[src/rtl/memory_checker_pkg.sv]
// memory_checker_pkg: scan FSM state type and index-width helper shared by the memory checker files
package memory_checker_pkg;
  typedef enum logic [1:0] {IDLE, SCAN, DONE} state_e;
  function automatic int idx_w(input int n);
    return n > 1 ? $clog2(n) : 1;
  endfunction
endpackage

[src/rtl/memory_checker_mem.sv]
// memory_checker_mem: word storage with address decode, registered read port and reset image load
module memory_checker_mem import memory_checker_pkg::*; #(
  parameter int base_addr = 0,
  parameter int addr_size = 16,
  parameter int word_size = 16,
  parameter int array_size = 4,
  parameter logic [array_size*word_size-1:0] array_content = '1,
  parameter bit init_zero = 1'b0,
  localparam int IW = idx_w(array_size)
) (
  input  logic                 clk,
  input  logic                 reset,
  input  logic [addr_size-1:0] addr_i,
  input  logic [word_size-1:0] data_i,
  input  logic                 write_en_i,
  input  logic [IW-1:0]        scan_idx_i,
  output logic [word_size-1:0] data_o,
  output logic [word_size-1:0] scan_word_o,
  output logic                 wr_hit_o
);
  localparam logic [addr_size-1:0] BASE = addr_size'(base_addr);
  localparam logic [addr_size-1:0] SIZE = addr_size'(array_size);
  logic [word_size-1:0] mem_q [array_size];
  logic [word_size-1:0] data_q;
  logic [addr_size-1:0] off;
  logic [IW-1:0] idx;
  logic hit;
  assign off = addr_i - BASE;
  assign hit = addr_i >= BASE && off < SIZE;
  assign idx = off[IW-1:0];
  assign wr_hit_o = write_en_i && hit;
  assign scan_word_o = mem_q[scan_idx_i];
  assign data_o = data_q;
  // the inverted image makes a never-written region fail its first scan
  always_ff @(posedge clk) begin
    if (!reset) begin
      data_q <= '0;
      for (int i = 0; i < array_size; i++)
        mem_q[i] <= init_zero ? '0 : ~array_content[i*word_size +: word_size];
    end else begin
      data_q <= hit ? mem_q[idx] : '0;
      if (wr_hit_o) mem_q[idx] <= data_i;
    end
  end
endmodule

[config.mk]
export PLATFORM = sky130hd
export DESIGN_NAME = memory_checker_mem
export DESIGN_NICKNAME = d
export VERILOG_FILES = /design/src/rtl/memory_checker_pkg.sv /design/src/rtl/memory_checker_mem.sv
export SDC_FILE = /design/constraint.sdc
export NUM_CORES = 1
export LEC_CHECK = 0
export ABC_AREA = 1
export CORE_MARGIN = 1.5
export CORE_UTILIZATION = 47
export DETAILED_ROUTE_END_ITERATION = 10
export PLACE_DENSITY_LB_ADDON = 0.05
export RECOVER_POWER = 100
export SYNTH_ARGS = -nofsm -noshare
export SYNTH_HDL_FRONTEND = slang
export SYNTH_SLANG_ARGS = --single-unit
[constraint.sdc]
create_clock -name clk -period 2.6 [get_ports clk]
set_input_delay 0.52 -clock clk [delete_from_list [all_inputs] [get_ports clk]]
set_output_delay 0.52 -clock clk [all_outputs]
set_load 0.05 [all_outputs]
Yosys cells after proc, flatten, opt, wreduce, memory -nomap -nowiden
Memories as Yosys holds them, arrays and structs flattened. A register that Yosys moved wholly into a read port is not among the register bits.
Cells that the tools add are included.
- register bits after elaboration: 0
- word-level logic and storage cells: 15
- memories kept: 1
- input bits: 37
- output and inout bits: 33
- bits in writable memories: 64
- reduce and logical (&&, ||, !) cells: 5
- $lt $le $gt $ge: 2
- mux-type cells: 7
- memory list (memory ; depth ; bits a word ; read ports ; clocked after memory_dff ; write ports ; line ; source):
    mem_q ; 4 ; 16 ; 2 ; 1 ; 4 ; memory_checker_mem.sv:23 ; logic [word_size-1:0] mem_q [array_size];
- operators by type and width (cell ; count):
    >= comparator 16 x 1 -> 1 bit, second input constant ; 1
    less-than comparator 16 x 3 -> 1 bit, second input constant ; 1
    2-to-1 mux 16 bit ; 1
    OR reduction 16 bit ; 1
    2-to-1 mux 1 bit ; 5
    logical AND 1 bit ; 2
    2-to-1 mux 2 bit ; 1
    AND reduction 2 bit ; 1
    logical NOT 1 bit ; 1

Logic depth before layout (Yosys ltp)
- depth in word-level cells: 8
- gate-level depth with buffers: 8
- mapped depth without buffers: 7

Worst setup path before layout
OpenSTA, ideal clock, no wires.
- path type: input-to-reg
- start point: in addr_i[0]
- end point: mem mem_q[3][0], enable pin
- setup time: 411 ps
- path slack: -37 ps
- buffers on the path: 2
- data arrival time: 2226 ps
- required time: 2189 ps
- stages on the path: 4
- path through: clkbuf_1 > clkbuf_1 > nand2_1 > o21ai_0
- RTL lines (element ; line ; source):
    start, declared ; memory_checker_mem.sv:13 ; input logic [addr_size-1:0] addr_i,
    end, declared ; memory_checker_mem.sv:23 ;

Worst setup path in the final report
- start point: in scan_idx_i[0]
- end point: out scan_word_o[7]
- longest elaborated chain between the ends: 1
- RTL lines (element ; line ; source):
    start, declared ; memory_checker_mem.sv:16 ; input logic [IW-1:0] scan_idx_i,
    memory (4 x 16 bit) ; - ;
    end, declared ; memory_checker_mem.sv:18 ; output logic [word_size-1:0] scan_word_o,
No other way between the ends.

==> results.ini <==
[cts]
cts_resized = 0
path_clk_slew_ns = 0.08
htree_levels = 3
hold_buffers = 0
cts_buffer_depth = 2
cts_tree = built
cts_buffers = 9
cts-root-buf = clkbuf_8
cts.sinks = 80
post_cts_buffers = 0
clk_latency_ns = 0.36

[timing]
layout_min_cycle_time_ns = 2.45
hold_viol_final = 0
tns_ns = 0
rsz0062_at_grt = no
worstMarginPinSlew_ns = 0.754
period_share_pct = 94.3
max-slew-margin-rel_pct = 49.7
clock_skew_ns = 0.0125
final_max_slew_viol_count = 0
max_freq_mhz = 408
final-setup-viol-count = 0

[floorplanning]
core-area_um2 = 7690
die_w_um = 92.0
die_h_um = 92.0
initial_core_util_pct = 48.5
num_rows = 32
ioPinCount = 70
dieArea_um2 = 8470

[hold_path]
min_path_cells = 3
hp-class = flop to flop
min_to = data_o[15]
min_from = mem_q[3][15]

[final_layout]
drive_gt1_share_pct = 11.5
num_antenna_cells = 0
final_nets = 509
syn_to_final_growth_pct = 32.5

[logic_synthesis]
async_flop_share_pct = 0
synth.distinct_cells = 22
yosys-top-cells-count = nor2_1 (134), o21ai_0 (66), edfxtp_1 (64)
synth.most_common_cell = nor2_1
synth_area_um2 = 3730
post-synth-top-area-cell = edfxtp_1
avgSynthCellArea_um2 = 9.53
synth_area_leaders = edfxtp_1 (52%), nor2_1 (13%), o21ai_0 (8.9%)
ys_ff_latch = 80
ys_warn_count = 0
yosysSeqAreaShare_pct = 60.2
synth_cells = 391
synth_edf_count = 64
synth_top_area_share_pct = 51.6
ys.flop_type = edfxtp_1
syn_nets = 428

[pwr]
p_leak_uw = 0.00191
peakVddDrop_mv = 0.326
power_density_nw_per_um2 = 596
total_power_uw = 2940

[global_routing]
grt_max_degree = 33
overflow = 0
grt_pass1_vias = 3238
track_usage_pct = 25.1
grt_pass1_wl_um = 15900
antenna_found_initial = 0

[status]
outcome = finished clean

[drt]
via_per_inst = 5.48
drt_iter0_drc = 249
wl_um = 9910
ant_nets = 0
drc = 0
vias = 3171
dr.pass1.iters = 4
routedWlPerCell_um = 17.1

[setup_path]
cp_data_arrival_time_ns = 1.93
path_class = primary input to output pin
worstPathMaxFanout = 32
worstPathRequired_ns = 2.08
cp-start-kind = primary input
r2r_cells = 3
rr_startpoint = mem_q[0][10]
end_kind = output pin
r2r_setup_slack_ns = 1.70
reg2reg_to = data_o[10]

[placed_design]
port_buffers = 69
gp_congestion = 0.747
hpwl_um = 6420

[run]
maxCapViolCount = 0

==> report_power, final <==
group	internal (µW)	switching [µW]	leakage (µW)
registers	1430	25.1	0.000736
clock network	546	469	0.000111
logic	205	269	0.00106
total	2180	763	0.00191
==> worst max-delay path by stage <==
| stage | startpoint | endpoint | slack, ns | depth (start not counted) |
|---|---|---|---|---|
| final | scan_idx_i[0] | scan_word_o[7] | 0.15 | 6 |
| after global routing | scan_idx_i[0] | scan_word_o[7] | 0.09 | 6 |
| after CTS | scan_idx_i[0] | scan_word_o[1] | 0.22 | 6 |
| after detailed placement | scan_idx_i[0] | scan_word_o[1] | 0.22 | 6 |
| after global placement | scan_idx_i[0] | scan_word_o[9] | 0.23 | 5 |
| after floorplan | scan_idx_i[0] | scan_word_o[11] | 0.34 | 4 |
==> through the flow <==
stage          utilization [%]  hold WS (ns)  setup slack (ns)  area [µm²]  instances
6_report                  64.2         0.657             0.149        4940        579
5_1_grt                   64.2         0.698            0.0851        4940        579
4_1_cts                   65.8         0.661             0.216        5050        579
3_5_place_dp              62.9         0.641             0.225        4840        563
3_3_place_gp              62.9         0.648             0.227        4840        563
2_1_floorplan                -         0.619             0.341        3730        391
==> kinds of logic after synthesis <==
family,Yosys count,share of synthesized area [%]
buffers and inverters,47,5.20
flip-flops,80,60.2
AND/OR/NAND/NOR,166,19.3
AO/OA/AOI/OAI,98,15.3
==> critical path, stage by stage <==
cell and delay [ns]:
clkdlybuf4s50_1 0.46, inv_1 0.12, buf_12 0.19, nor2_1 0.05, o22ai_1 0.17, clkdlybuf4s15_2 0.40
==> cell type report <==
class,instances,area (µm²)
fill,639,2750
sequential,80,2240
multi-input combinational,264,1260
timing repair buffer,95,1010
clock buffer,10,128
tap,102,128
clock inverter,6,91.3
inverter,22,82.6
==> state kept, by name, indices dropped and copies added, names as in the netlist <==
name,cells
mem_q,64
data_o,16
==> metal layers <==
metal  part of all wire (%)  vias up  wire, µm  track usage, %
li1                       -     1515         -               -
met5                      0        -         0               0
met2                     51      115      5060            43.1
met1                     42     1522      4130            30.8
met3                    5.6       19       556            4.31
met4                    1.7        0       172            11.2
==> cell usage in the layout (no fill, tap or decap), types with 7 or more instances in the layout <==
master | synthesis | final
dlygate4sd3_1 | 0 | 18
clkbuf_8 | 0 | 9
clkbuf_2 | 0 | 10
clkbuf_1 | 20 | 8
nand2_1 | 7 | 7
nor2_1 | 134 | 136
buf_12 | 0 | 17
o22ai_1 | 16 | 16
dfxtp_1 | 16 | 16
o21ai_0 | 66 | 66
inv_1 | 20 | 21
clkdlybuf4s50_1 | 0 | 34
buf_4 | 0 | 8
nor3_1 | 16 | 16
edfxtp_1 | 64 | 64
o22a_1 | 16 | 16
Power figures use the tool's default switching activity.
